==> src/rtl/ifetch_stage.sv <==
// Purpose: RISC-V instruction fetch. Owns the PC, keeps at most one word fetch in flight, and loads the IF/ID register.
// Latency: a request issues one cycle after IF/ID frees. IF/ID loads on the edge where the response arrives. Best case is 2 cycles per instruction.
// Backpressure: no request issues unless IF/ID is free. imem_req_ready low holds the request with a stable address. id_ready low holds IF/ID.
//
// Ports:
//   clk, rst                          rising-edge clock, synchronous active-high reset
//   imem_req_valid/ready, imem_addr   fetch request handshake (word-aligned address)
//   imem_rsp_valid, imem_rsp_data     fetch response (at least 1 cycle after acceptance)
//   redirect_valid, redirect_pc       taken branch/jump from execute (1-cycle pulse)
//   id_valid/ready, id_inst, id_pc    IF/ID register towards decode
//   fetch_misalign                    only with FETCH_MISALIGN_EN: misaligned redirect seen
//
// Build option: define FETCH_MISALIGN_EN to trap misaligned redirect targets in an ERR state.
// Without it, redirect_pc[1:0] is forced to zero.
module ifetch_stage #(
    parameter int unsigned    N        = 32,
    parameter logic [N-1:0]   RESET_PC = {N{1'b0}}
) (
    input  logic         clk,
    input  logic         rst,
    output logic         imem_req_valid,
    input  logic         imem_req_ready,
    output logic [N-1:0] imem_addr,
    input  logic         imem_rsp_valid,
    input  logic [N-1:0] imem_rsp_data,
    input  logic         redirect_valid,
    input  logic [N-1:0] redirect_pc,
    output logic         id_valid,
    input  logic         id_ready,
    output logic [N-1:0] id_inst,
    output logic [N-1:0] id_pc
`ifdef FETCH_MISALIGN_EN
    ,
    output logic         fetch_misalign
`endif
);

    localparam logic [N-1:0] NOP_INST   = N'(32'h0000_0013);
    localparam logic [N-1:0] PC_STEP    = N'(4);
    localparam logic [N-1:0] ALIGN_MASK = ~N'(3);

    typedef enum logic [1:0] {
        ST_IDLE = 2'd0,
        ST_REQ  = 2'd1,
        ST_WAIT = 2'd2
`ifdef FETCH_MISALIGN_EN
        ,
        ST_ERR  = 2'd3
`endif
    } state_t;

    state_t       state_q, state_d;
    logic [N-1:0] pc_q, pc_d;
    logic         kill_q, kill_d;
    logic         id_valid_q, id_valid_d;
    logic [N-1:0] id_inst_q, id_pc_q;
    logic         load;
    logic         if_free;
    logic         issue;
    logic         accept;
    logic [N-1:0] redirect_tgt;
`ifdef FETCH_MISALIGN_EN
    logic         misalign_q, misalign_d;
`endif

    // IF/ID counts as free if it is empty now, or if decode takes it this cycle.
    assign if_free = !id_valid_q || id_ready;

    // The request is gated by if_free. Once REQ sees IF/ID free, it stays free
    // because nothing loads while in REQ. So a presented request is never withdrawn.
    // Gating with rst stops a request from being accepted during reset.
    assign issue  = (state_q == ST_REQ) && if_free && !rst;
    assign accept = issue && imem_req_ready;

    assign redirect_tgt = redirect_pc & ALIGN_MASK;

    always_comb begin
        state_d    = state_q;
        pc_d       = pc_q;
        kill_d     = kill_q;
        id_valid_d = id_valid_q;
        load       = 1'b0;
`ifdef FETCH_MISALIGN_EN
        misalign_d = misalign_q;
`endif

        case (state_q)
            ST_IDLE: begin
                if (if_free) begin
                    state_d = ST_REQ;
                end
            end
            ST_REQ: begin
                if (accept) begin
                    state_d = ST_WAIT;
                    pc_d    = pc_q + PC_STEP;
                end
            end
            ST_WAIT: begin
                if (imem_rsp_valid) begin
                    if (kill_q) begin
                        kill_d  = 1'b0;
                        state_d = ST_REQ;
                    end else begin
                        load    = 1'b1;
                        // IF/ID is empty while waiting, so id_ready here means decode
                        // will take the new word on the next edge.
                        state_d = id_ready ? ST_REQ : ST_IDLE;
                    end
                end
            end
`ifdef FETCH_MISALIGN_EN
            ST_ERR: begin
                // A fetch may still have been in flight when ERR was entered.
                // Its response clears kill here.
                if (imem_rsp_valid) begin
                    kill_d = 1'b0;
                end
            end
`endif
            default: begin
                state_d = ST_IDLE;
            end
        endcase

        if (load) begin
            id_valid_d = 1'b1;
        end else if (id_ready) begin
            id_valid_d = 1'b0;
        end

        // A redirect overrides the normal flow, including a same-cycle response.
        if (redirect_valid) begin
            load       = 1'b0;
            id_valid_d = 1'b0;
            pc_d       = redirect_tgt;
            case (state_q)
                ST_REQ: begin
                    // A kill is only needed if a request leaves on this very edge.
                    // Otherwise the new address is presented instead.
                    state_d = accept ? ST_WAIT : ST_REQ;
                    kill_d  = accept;
                end
                ST_WAIT: begin
                    if (imem_rsp_valid) begin
                        kill_d  = 1'b0;
                        state_d = ST_REQ;
                    end else begin
                        kill_d  = 1'b1;
                        state_d = ST_WAIT;
                    end
                end
`ifdef FETCH_MISALIGN_EN
                ST_ERR: begin
                    // If a stale response is still due, wait for it and drop it
                    // before fetching the new target.
                    kill_d  = kill_q && !imem_rsp_valid;
                    state_d = (kill_q && !imem_rsp_valid) ? ST_WAIT : ST_REQ;
                end
`endif
                default: begin
                    state_d = ST_REQ;
                end
            endcase
`ifdef FETCH_MISALIGN_EN
            if (redirect_pc[1:0] != 2'b00) begin
                pc_d       = redirect_pc;
                misalign_d = 1'b1;
                state_d    = ST_ERR;
            end else begin
                misalign_d = 1'b0;
            end
`endif
        end
    end

    always_ff @(posedge clk) begin
        if (rst) begin
            state_q    <= ST_IDLE;
            pc_q       <= RESET_PC;
            kill_q     <= 1'b0;
            id_valid_q <= 1'b0;
            id_inst_q  <= NOP_INST;
            id_pc_q    <= {N{1'b0}};
`ifdef FETCH_MISALIGN_EN
            misalign_q <= 1'b0;
`endif
        end else begin
            state_q    <= state_d;
            pc_q       <= pc_d;
            kill_q     <= kill_d;
            id_valid_q <= id_valid_d;
`ifdef FETCH_MISALIGN_EN
            misalign_q <= misalign_d;
`endif
            if (load) begin
                id_inst_q <= imem_rsp_data;
                // pc already advanced past the word that is returning.
                id_pc_q   <= pc_q - PC_STEP;
            end
        end
    end

    assign imem_req_valid = issue;
    assign imem_addr      = pc_q & ALIGN_MASK;
    assign id_valid       = id_valid_q;
    assign id_inst        = id_inst_q;
    assign id_pc          = id_pc_q;
`ifdef FETCH_MISALIGN_EN
    assign fetch_misalign = misalign_q;
`endif

endmodule

==> config.mk <==
export PLATFORM = sky130hd
export DESIGN_NAME = ifetch_stage
export DESIGN_NICKNAME = d
export VERILOG_FILES = /design/src/rtl/ifetch_stage.sv
export SDC_FILE = /design/constraint.sdc
export NUM_CORES = 1
export LEC_CHECK = 0
export BUFFER_PORTS_ARGS = -buffer_cell sky130_fd_sc_hd__buf_2
export CORE_MARGIN = 4
export CORE_UTILIZATION = 40
export DETAILED_ROUTE_END_ITERATION = 8
export PLACE_DENSITY = 0.69
export SYNTH_ARGS = -nofsm -noshare
export SYNTH_HDL_FRONTEND = slang
export SYNTH_SLANG_ARGS = --single-unit
==> constraint.sdc <==
create_clock -name clk -period 2.53 [get_ports clk]
set_input_delay 0.506 -clock clk [delete_from_list [all_inputs] [get_ports clk]]
set_output_delay 0.506 -clock clk [all_outputs]
set_load 0.1 [all_outputs]
; Word level (Yosys, flattened, before mapping)
; Index checks and enable logic that the tools add are counted.
[op_classes]
addsub = 2
mul = 0
div = 0
magnitude_cmp = 0
eq_ne = 5
n_shift = 0
muxes = 24
n_bitwise = 0
reduce_logical = 14
[ops]
columns = operator, n
row1 = $mux 32, 3
row2 = $add 32x3->32 const B, 1
row3 = $sub 32x3->32 const B, 1
row4 = $mux 1, 12
row5 = $mux 2, 6
row6 = $ne 3x3->1 const B, 3
row7 = $pmux 2 s3, 1
row8 = $reduce_bool 2->1, 3
row9 = $pmux 2 s2, 1
row10 = $reduce_and 2->1, 2
row11 = $logic_and 1x1->1, 3
row12 = $reduce_and 3->1, 1
row13 = $eq 2x1->1 const B, 1
row14 = $eq 2x2->1 const B, 1
row15 = $logic_not 1->1, 2
row16 = $logic_not 2->1, 1
row17 = $pmux 1 s2, 1
row18 = $reduce_or 2->1, 1
row19 = $logic_or 1x1->1, 1
[totals]
reg_bits = 100
latch_bits = 0
ramBits = 0
mem_bits_ro = 0
inputBits = 70
out_inout_bits = 98
word_cells = 52
n_memories = 0

; Depth between registers and ports, before layout
[logic_depth]
word_depth = 8
mapped_depth = 8
ltp_nobuf = 7

; Worst setup path after synthesis
; No wires, ideal clock.
[synth_path]
path_kind = register to register
startpoint = register pc_q[4]
endpoint = register pc_q[29]
setup_time_ns = 0.130
t_arrival_ns = 2.839
t_required_ns = 2.400
path_slack_ns = -0.440
stages_incl_launch_ff = 9
synth_period_minus_slack_ns = 2.970
cell_sequence = dfxtp_1 buf_2 nand4_1 or4_1 clkbuf_1 clkbuf_1 nor4_1 xnor2_1 o22ai_1
[synth_between]
elab_chain_cells = 4
[synth_rtl]
columns = item, line_no
row1 = from (decl), 53  ; logic [N-1:0] pc_q, pc_d;
row2 = from (signal assigned), 190  ; pc_q <= pc_d;
row3 = $add 32x3->32, 96  ; pc_d = pc_q + PC_STEP;
row4 = $mux 32, 94  ; if (accept) begin
row5 = $mux 32, 87  ; case (state_q)
row6 = $mux 32, 133  ; if (redirect_valid) begin
; Every way passes these cells. The select of a mux whose other input is x is not followed.
; A chain may end at the register's enable or synchronous reset.

; Worst setup path after layout
[layout_path]
startpoint = register pc_q[11]
endpoint = register id_pc_q[23] (netlist: id_pc[23])
[layout_between]
elab_chain_cells = 1
[layout_rtl]
columns = item, line_no
row1 = $sub 32x3->32, 199  ; id_pc_q <= pc_q - PC_STEP;
row2 = to (signal assigned), 184  ; id_pc_q <= {N{1'b0}};
row3 = to (signal assigned), 199
row4 = to (decl), 56  ; logic [N-1:0] id_inst_q, id_pc_q;
; Every way passes these cells.

==> impl_results.md <==
* Status: finished clean
* Die Height at 119.1 um
* CP Data Required Time at 2.72 ns
* Num CTS Buffers at 9
* Drt pass-1 iters at 4
* Final Critical Period at roughly 2.4 ns
* Total of cells resized after clock tree synthesis at 0
* Largest net degree at the start of global routing at 93
* Clock share of power at around a third
* Max VDD drop at just under 300 uV
* Logic pwr share at 23.3%
* Cells after synthesis at 603
* CP max-delay cell: or4b_4
* Share of layout cells above drive strength 1 at 32.74%
* Port buffer count at 161
* Switching part of the total at approximately a third
* Grt ovf at 0
* Max Cap Violations at 0
* Clock buffer depth at 2
* Async SR Flop Fraction at 0%
* Area contributors post-synth: dfxtp_1, xnor2_1, nand2_1
* WL/cell at ~16 um
* Hpwl dp at 10.23 mm
* DR DRC count at 0
* Commonest cells after routing, fill and taps aside: buf_2, nand2_1, dfxtp_1
* Fmax at 418.4 MHz
* I/O pins at between 150 and 200
* Critical path peak fanout at 15
* CTS sink cnt at 96
* Slew Limit Fails at 0
* Vias in the first global route at 4515
* Post-CTS Hold Buffers at 0
* Worst hold slack at 0.3588 ns
* Vias per inst at 5.206
* Htree depth at 3
* CP cell instances: or4_4 -> or4b_4 -> nor4_2 -> xnor2_1 -> a211oi_2
* Chip Width at 119.1 um
* Via count at 4706
* Final WL at 14.15 mm
* Post-synthesis sequential area ratio at ~40%
* Initial Util at 40.94%
* Clk slew on worst S/H paths at 0.07 ns
* Final Cycle Share at roughly 94%
* Leak pwr at 0.002360 uW
* PwrDens at 660.3 nW/um^2
* Seq pwr share at 41.7%
* Commonest non-fill, non-tap cell in the layout: buf_2
* CP peak stage delay at 0.68 ns
* First-pass GRT wire length at between 20 and 25 mm
* Main synth FF type: dfxtp_1
* Ant. Diodes at 0
* Core ar. at 12060 um^2
* Die ar. at 14190 um^2
* Iteration-0 DRC Markers at approximately 230
* Synth-to-Final Area Change at 22.78%
* #FFs+latches synth at 96
* Worst Setup End Kind: flop
* Worst reg-to-reg path cell count at 5
* Insertion delay to the later sink of the worst-skew pair at 0.35 ns
* Cell area after synthesis at 4938 um^2
* Unrepaired setup endpoints after global routing: false
* Worst slew pin tran at slightly below 1 ns
* Synth cell types at 55
* Clock skew at about 0.0083 ns
* Final setup vio count at 0
* Top cell type by total area after synthesis: dfxtp_1
* EDFF count, synth at 0
* Warnings from Yosys at 0
* Hold depth at 3
* Row cnt at 40
* Final net count at 807
* Top cell type's share of synthesized area at 38.92%
* Postcts setup bufs at 0
* Internal power at ~2600 uW
* Post-synthesis average cell area at 8.190 um^2
* Initial antenna violation count at 0
* Data arrival, critical path at 2.58 ns
* Startpoint Class: flop
* Routability congestion estimate from global placement at between 0.8 and 0.9
* GRT Util Overall at approximately 19%
* CTS tree: done
* Total Power at 4004 uW
* Final ANT Viol Nets at 0
* Final hold vios at 0
* Slew Limit Headroom at between 30 and 40%
* WS Path Type: reg -> reg
* Root Buffer: clkbuf_16
* Hold crit path type: in -> reg
* P_sw at 1381 uW
## logic make-up after synthesis
logic type	after synthesis	share of synthesized area (%)
muxes	3	0.6081
buffers and inverters	74	8.589
AOI/OAI and AO/OA	110	14.47
adders and majority gates	6	1.520
DFF	96	38.92
other	1	0.07593
and+or+nand+nor	262	26.78
xor gates and xnor gates	51	9.045
## cell type report
type | count | area [um^2]
inverters | 14 | 52.55
clock inverters | 5 | 52.55
clock buffers | 11 | 252.7
well taps | 168 | 210.2
repair buffers | 174 | 915.9
fillers | 1124 | 5998
multi-input cells | 436 | 2620
flip-flops and latches | 96 | 1959
## sequential cells by signal (all words and copies together), names as in the netlist
name      count
id_inst      32
id_pc        30
id_valid      1
kill_q        1
pc_q         30
state_q       2
## synthesized netlist by cell type, drive strengths merged, types with 4 or more instances
cell and count:
o21ai 12, nand2 90, inv 13, a211oi 44
or3 7, or4 4, a311oi 4, ha 6
nand3b 4, buf 22, dfxtp 96, nor4 21
nand4 6, nand3 14, nor2b 7, clkbuf 38
nor2 65, nor3 27, a21oi 40, xnor2 48
## per-stage QoR
stage	worst slack [ns]	cells	util [%]	TNS, ns	cell area, um^2
after floorplan	-0.01834	606	-	-0.01834	4990
after detailed placement	0.1492	888	47.67	0	5749
after global placement	0.1982	888	47.67	0	5749
after CTS	0.1333	904	50.20	0	6055
after global routing	0.02508	904	50.27	0	6063
final	0.1399	904	50.27	0	6063
## power groups by stage
stage | registers, uW | logic (uW) | clock network (uW)
final | 1670 | 933 | 1400
after global routing | 1680 | 990 | 1470
after CTS | 1670 | 933 | 1430
after detailed placement | 1700 | 929 | 0
after global placement | 1690 | 913 | 0
after floorplan | 2030 | 425 | 0
## per-layer routing
metal	wire length (um)	track usage, %
met3	784	3.086
met5	0	0
met1	6185	25.04
met4	367	8.617
met2	6815	31.51
## final timing paths
| kind | endpoint | slack (ns) | from |
|---|---|---|---|
| worst max register to register | id_pc[23]$_SDFFE_PP0P_ | 0.14 | pc_q[11]$_SDFFE_PP0P_ |
| worst min-delay path | pc_q[30]$_SDFFE_PP0P_ | 0.36 | redirect_pc[30] |
| worst max-delay path | id_pc[23]$_SDFFE_PP0P_ | 0.14 | pc_q[11]$_SDFFE_PP0P_ |
| worst min register to register | id_inst[10]$_SDFFE_PP0P_ | 0.45 | id_inst[10]$_SDFFE_PP0P_ |
## critical path: cells and delay by family, from the launching register on
family | cells | cell delay, ns
DFF | 1 | 0.38
xor gates and xnor gates | 1 | 0.18
and+or+nand+nor | 3 | 1.58
AOI/OAI and AO/OA | 1 | 0.09
(Power assumes the default switching activity.)
